**src/rtl/mvm_pkg.sv**
```systemverilog
// Shared widths, element/product/sum types and framing states for the MVM datapath.
package mvm_pkg;

   localparam int LANES     = 8;
   localparam int IWIDTH    = 8;
   localparam int OWIDTH    = 32;
   localparam int TREE_LVLS = $clog2(LANES);

   typedef logic signed [IWIDTH-1:0]   elem_t;
   typedef logic signed [2*IWIDTH-1:0] prod_t;
   typedef logic signed [OWIDTH-1:0]   sum_t;

   typedef enum logic [0:0] {
      IDLE = 1'b0,
      OPEN = 1'b1
   } frame_state_t;

endpackage

```
**src/rtl/add_tree.sv**
```systemverilog
// Registered binary adder tree, one register level per tree level, with
// valid/first/last sideband delayed to the same depth.
module add_tree #(
   parameter int N  = 8,
   parameter int OW = 32
) (
   input  logic                 clk,
   input  logic                 rst,
   input  logic                 vld_in,
   input  logic                 fst_in,
   input  logic                 lst_in,
   input  logic signed [OW-1:0] din [N],
   output logic signed [OW-1:0] dout,
   output logic                 vld_out,
   output logic                 fst_out,
   output logic                 lst_out
);

   localparam int LV = $clog2(N);

   logic [LV-1:0] vld_q, fst_q, lst_q;
   logic [LV-1:0] en;

   // en[s] is the valid entering tree stage s+1
   assign en = LV'({vld_q, vld_in});

   always_ff @(posedge clk or negedge rst) begin
      if (!rst) begin
         vld_q <= '0;
         fst_q <= '0;
         lst_q <= '0;
      end else begin
         vld_q <= en;
         fst_q <= LV'({fst_q, fst_in});
         lst_q <= LV'({lst_q, lst_in});
      end
   end

   // Heap-ordered nodes: node[1] is the root, children of k are 2k and 2k+1;
   // indices >= N refer to the leaf inputs din[idx-N].
   logic signed [OW-1:0] node [1:N-1];

   for (genvar k = 1; k < N; k++) begin : g_node
      localparam int D = $clog2(k + 1) - 1;
      localparam int S = LV - D;
      logic signed [OW-1:0] a, b;

      if (2 * k >= N) begin : g_leaf
         assign a = din[2*k-N];
         assign b = din[2*k+1-N];
      end else begin : g_inner
         assign a = node[2*k];
         assign b = node[2*k+1];
      end

      always_ff @(posedge clk or negedge rst) begin
         if (!rst)
            node[k] <= '0;
         else if (en[S-1])
            node[k] <= a + b;
      end
   end

   assign dout    = node[1];
   assign vld_out = vld_q[LV-1];
   assign fst_out = fst_q[LV-1];
   assign lst_out = lst_q[LV-1];

endmodule

```
**src/rtl/dot_pipe.sv**
```systemverilog
// LANES-wide signed dot-product stage: input regs, product regs, then a
// registered adder tree; also watches first/last framing and flags misuse.
//
//   state | meaning
//   IDLE  | between groups, next valid beat must carry first
//   OPEN  | inside a group, waiting for the beat carrying last
import mvm_pkg::*;

module dot_pipe #(
   parameter int LANES  = mvm_pkg::LANES,
   parameter int IWIDTH = mvm_pkg::IWIDTH,
   parameter int OWIDTH = mvm_pkg::OWIDTH
) (
   input  logic                      clk,
   input  logic                      rst,
   input  logic                      ivalid,
   input  logic                      first,
   input  logic                      last,
   input  logic [LANES*IWIDTH-1:0]   vec,
   input  logic [LANES*IWIDTH-1:0]   mat,
   output logic signed [OWIDTH-1:0]  result,
   output logic                      ovalid,
   output logic                      ofirst,
   output logic                      olast,
   output logic                      err
);

   localparam int PW = 2 * IWIDTH;

   logic                    v1, f1, l1;
   logic [LANES*IWIDTH-1:0] vec_r, mat_r;

   always_ff @(posedge clk or negedge rst) begin
      if (!rst) begin
         v1    <= 1'b0;
         f1    <= 1'b0;
         l1    <= 1'b0;
         vec_r <= '0;
         mat_r <= '0;
      end else begin
         v1 <= ivalid;
         f1 <= first & ivalid;
         l1 <= last & ivalid;
         if (ivalid) begin
            vec_r <= vec;
            mat_r <= mat;
         end
      end
   end

   logic signed [IWIDTH-1:0] va [LANES];
   logic signed [IWIDTH-1:0] ma [LANES];

   always_comb begin
      for (int i = 0; i < LANES; i++) begin
         va[i] = vec_r[i*IWIDTH +: IWIDTH];
         ma[i] = mat_r[i*IWIDTH +: IWIDTH];
      end
   end

   logic                 v2, f2, l2;
   logic signed [PW-1:0] prod_r [LANES];

   always_ff @(posedge clk or negedge rst) begin
      if (!rst) begin
         v2 <= 1'b0;
         f2 <= 1'b0;
         l2 <= 1'b0;
         for (int i = 0; i < LANES; i++)
            prod_r[i] <= '0;
      end else begin
         v2 <= v1;
         f2 <= f1;
         l2 <= l1;
         if (v1) begin
            for (int i = 0; i < LANES; i++)
               prod_r[i] <= PW'(va[i]) * PW'(ma[i]);
         end
      end
   end

   logic signed [OWIDTH-1:0] ext [LANES];

   always_comb begin
      for (int i = 0; i < LANES; i++)
         ext[i] = OWIDTH'(prod_r[i]);
   end

   add_tree #(
      .N  (LANES),
      .OW (OWIDTH)
   ) u_tree (
      .clk     (clk),
      .rst     (rst),
      .vld_in  (v2),
      .fst_in  (f2),
      .lst_in  (l2),
      .din     (ext),
      .dout    (result),
      .vld_out (ovalid),
      .fst_out (ofirst),
      .lst_out (olast)
   );

   frame_state_t state, state_nx;
   logic         err_set;

   // A stray first while OPEN restarts the group, so it is handled like a first from IDLE.
   always_comb begin
      state_nx = state;
      err_set  = 1'b0;
      if (ivalid) begin
         if (first) begin
            err_set  = (state == OPEN);
            state_nx = last ? IDLE : OPEN;
         end else if (state == IDLE) begin
            err_set  = 1'b1;
         end else begin
            state_nx = last ? IDLE : OPEN;
         end
      end
   end

   always_ff @(posedge clk or negedge rst) begin
      if (!rst) begin
         state <= IDLE;
         err   <= 1'b0;
      end else begin
         state <= state_nx;
         if (err_set)
            err <= 1'b1;
      end
   end

endmodule

```
**config.mk**
```make
export PLATFORM = sky130hd
export DESIGN_NAME = dot_pipe
export DESIGN_NICKNAME = d
export VERILOG_FILES = /design/src/rtl/mvm_pkg.sv /design/src/rtl/add_tree.sv /design/src/rtl/dot_pipe.sv
export SDC_FILE = /design/constraint.sdc
export NUM_CORES = 2
export LEC_CHECK = 0
export ABC_AREA = 1
export BUFFER_PORTS_ARGS = -buffer_cell sky130_fd_sc_hd__clkbuf_2
export CAP_MARGIN = 20
export CORE_ASPECT_RATIO = 1.4
export CORE_MARGIN = 2
export CORE_UTILIZATION = 28
export CTS_CLUSTER_DIAMETER = 100
export DETAILED_ROUTE_END_ITERATION = 12
export PLACE_DENSITY = 0.44
export SLEW_MARGIN = 20
export SYNTH_ARGS = -nofsm -noshare
export SYNTH_HDL_FRONTEND = slang
export SYNTH_SLANG_ARGS = --single-unit
```
**constraint.sdc**
```tcl
create_clock -name clk -period 4.5 [get_ports clk]
set_input_delay 0.45 -clock clk [delete_from_list [all_inputs] [get_ports clk]]
set_output_delay 0.45 -clock clk [all_outputs]
set_load 0.02 [all_outputs]
```
# After elaboration in Yosys (flattened, before gate mapping)
# Cells that the tools add are included.
# totals
register_bits	497
inputBits	133
elab_cells	51
# classes
add_sub_neg	7
n_mux	6
mul	8
n_bitwise	2
# ops
operator	count
8-bit by 8-bit multiplier with 16-bit output	8
32-bit adder	3
16-bit by 16-bit adder with 17-bit output	4
1-bit two-way mux	6
1-bit AND	2

# Depth between registers and ports, before layout
# logic_depth
word_depth	3
depth_mapped	22

# Hierarchy
# A second synthesis with hierarchy kept.
# hier_totals
hier_cells	8383
area_unflattened_um2	55968.7
# modules_own_cells
mod	instances	seq_area_each_um2	area_each_um2	cells_each
dot_pipe	1	6606.3	31388.9	4140
add_tree	1	5830.6	24579.8	4243

# Worst setup path before layout
# Ideal clock, no wire load.
# synth_timing
path_type	reg-to-reg
start	reg mat_r[34]
end	reg prod_r (netlist bit ext[111])
path_stages_with_launch	19
t_required_ns	4.383
path_buffers	1
setup_slack_ns	0.422
period_less_slack_ns	4.078
arrival_ns	3.960
cell_sequence	dfrtp_1 -> clkbuf_1 -> nand2_1 -> fa_1 -> inv_1 -> fa_1 -> inv_1 -> fa_1 -> inv_1 -> fa_1 -> ha_1 -> inv_1 -> nor3_1 -> nand2_1 -> nor2_1 -> nand3b_1 -> nand2_1 -> nand3_1 -> nand2_1
# synth_between
elab_chain_cells	1
# synth_lines
item	line	source
start: declaration	dot_pipe.sv:31	logic [LANES*IWIDTH-1:0] vec_r, mat_r;
start signal: assignment	dot_pipe.sv:46	mat_r <= mat;
8-bit by 8-bit multiplier with 16-bit output	dot_pipe.sv:77	prod_r[i] <= PW'(va[i]) * PW'(ma[i]);
end signal: indexed assignment	dot_pipe.sv:77	
end: declaration	dot_pipe.sv:62	logic signed [PW-1:0] prod_r [LANES];
# No other way between the ends.
# A chain may end at the register's enable or synchronous reset.

# Final worst setup path
# layout_timing
start	reg mat_r[58]
end	reg prod_r (netlist bit ext[12])
# Same word-level chain as after synthesis.

==> metrics.cfg <==
[outcome]
status=complete, no violations

[layout]
drive_above_1_share_pct=6.86
syn_to_final_growth_pct=14.2
design_area_sq_um=50700
post-route-util_pct=32.3
fin_nets=7106

[power]
power_w=0.0332
p_per_area_nw_per_um2=654
p_leak_nw=28.5
peakVddDrop_v=0.000423

[worst_setup_path]
cp_top_family=adder cells
crit_chain=buf_4, nand2_1, inv_1, fa_1, inv_1, fa_1, inv_1, fa_1, inv_1, fa_1, inv_1, ha_1, inv_1, o31ai_1, nand2_1, nand2_1, nand2_1, a31oi_1
max_stage_delay_ns=0.53
crit_type=reg -> reg
path_buf_inv=7
cp-end-kind=flop
start_kind=flop
cp_max_fo=8
cp.required_ns=5.07
crit_arrival_ns=4.80
critPathSlowestCell=fa_1
path_common_cell=inv_1

[clock_network]
numCtsBuffers=56
tritoncts=done
clockRootBuffer=clkbuf_16
ctsLongestPathBuffers=3
insertion_delay_ns=0.70
numClockSinks=437
clk_pin_slew_worst_paths_ns=0.06
postCtsSetupBuffers=0
htreeDepth=2

[sta]
worst_pin_slew_ns=0.753
hold_viol_final=0
setup_violations=0
fin_skew_ns=0.0437
finalCritPeriodShare_pct=94.0
period_needed_ns=4.23
totalNegativeSetupSlack_ns=0
fmax_mhz=236
slew_headroom_pct=49.8
setup_slack_ns=0.270
slew_violations=0

[route]
drt-initial-drc-count=1760
route.detailed.wl_per_inst_microns=14.9
detail_route.first_pass.iterations=5
drt-total-wl_mm=124
vias=36200
vias_per_cell=4.36
drc=0
antenna_left=0

[synthesis]
yosys.area.top_type_share_pct=24.6
syn_nets=6928
syn_avg_cell_area_sq_um=7.42
synth_seq_cells=437
ys.flop_type=dfrtp_1
synthDistinctLibCells=41
yosys.area.top_type=dfrtp_1
syn-instance-count=5987
synth.top_cells.by_count=nand2_1, inv_1, fa_1
synth.most_common_cell=nand2_1
async_flop_share_pct=100
ys.warnings.count=0
netlist_area_sq_um=44400
ys_top_cells_by_area=dfrtp_1, fa_1, nand2_1
synth_enable_flop_cells=0
synth-seq-area-share_pct=24.6

[grt]
grt.overflow.total=0
grt_start_max_net_pins=119
gr-usage-all-layers_pct=15.7
grt_pass1_wl_mm=205
grt_antenna_before_repair=3
grt_pass1_vias=38300

[floorplan]
die_w_microns=341
row_count=172
design.core.area_sq_um=157000
fp.dieH_microns=475
initial_core_util_pct=28.2
dieArea_sq_um=162000
io_pins=169

[place]
numPortBuffers=168
post-dp-hpwl_mm=101
dpl_cell_area_sq_um=47600
dp_slack_ns=0.171
gp_congestion=0.866

[hold_path]
min_path_type=in -> reg

[flow_run]
drv_cap=0

metal layers:
metal	vias up	track usage [%]	wire [microns]	part of all wire, %
li1	18400	-	-	-
met1	17300	19.7	55400	45
met2	360	28.7	62600	51
met3	118	1.56	2800	2.3
met4	0	3.69	2770	2.2
met5	-	0	0	0
stage by stage:
step | cells | hold WS [ns]
final | 8302 | 0.0541
after CTS | 8300 | 0.00540
after detailed placement | 8085 | 0.335
after floorplan | 5987 | 0.154
after global routing | 8302 | 0.0290
after global placement | 8085 | 0.331
flip-flops by register name (all words and copies together) (netlist names):
name and flops:
err 1, ext 128, vec_r 64, l1 1
mat_r 64, u_tree.dout 32, u_tree.vld_q 3, v1 1
f1 1, u_tree.lst_q 3, f2 1, state 1
l2 1, u_tree.g_node.a 66, u_tree.g_node.b 66, u_tree.fst_q 3
v2 1
cells by family after synthesis:
| logic type | Yosys count | share of synthesized area (%) |
|---|---|---|
| and+or+nand+nor | 2603 | 23.9 |
| buffers and inverters | 1505 | 12.8 |
| adders and majority gates | 808 | 30.3 |
| AOI/OAI and AO/OA | 537 | 6.53 |
| DFF | 437 | 24.6 |
| xor gates and xnor gates | 97 | 1.91 |
final cells by class:
type                    instances  area, sq um
diodes                          2         5.00
clock buffers                  74         1590
clock inverters                31          420
fillers                     17300       107000
inverters                    1298         4880
multi-input cells            4045        27800
flip-flops and latches        437        11000
well taps                    2088         2610
repair buffers                327         2410
final timing paths:
path / startpoint / to / slack [ns] / depth (start not counted)
worst max-delay path: mat_r[58] / ext[12] / 0.27 / 18
worst min-delay path: vec[3] / vec_r[3] / 0.05 / 3
worst max register to register: mat_r[58] / ext[12] / 0.27 / 18
worst min register to register: f1 / f2 / 0.35 / 0
max in group asynchronous: rst / vec_r[30] / 3.09 / 3
min in group asynchronous: rst / mat_r[47] / 0.32 / 2
power breakdown:
group	switching, W	total, W	internal, W	leakage [nW]
clock network	0.00202	0.00498	0.00296	0.986
registers	0.00131	0.00662	0.00531	5.28
logic	0.0136	0.0216	0.00800	22.2
timing repair:
| action | 4_1_cts | 5_1_grt |
|---|---|---|
| hold buffers | 110 | 0 |
| gates resized for setup | 0 | 36 |
| hold endpoints to repair | 169 | 0 |
| setup endpoints to repair | 0 | 17 |
cell usage in the layout (no fill, tap or decap), drive strengths merged, types with 3 or more instances in the layout:
cell         instances
xor2                17
a21o                11
clkinv              17
bufinv               8
xnor2               80
o21bai              14
nor2               294
o21ai              246
buf                 51
dlygate4sd3        110
nand4               36
ha                 361
a21oi              187
or2                 32
and2                 3
fa                 447
nand3b              33
a31oi               67
dfrtp              437
clkbuf             240
nand2             1906
inv               1298
nand3              269
o31ai                9
nor3                27
clkinvlp             6
tightest hold or removal path: stages:
cell and delay, ns:
clkbuf_2 0.08, nand2_1 0.09, nand2_1 0.08
No activity file was read; power rests on OpenSTA's default activity.
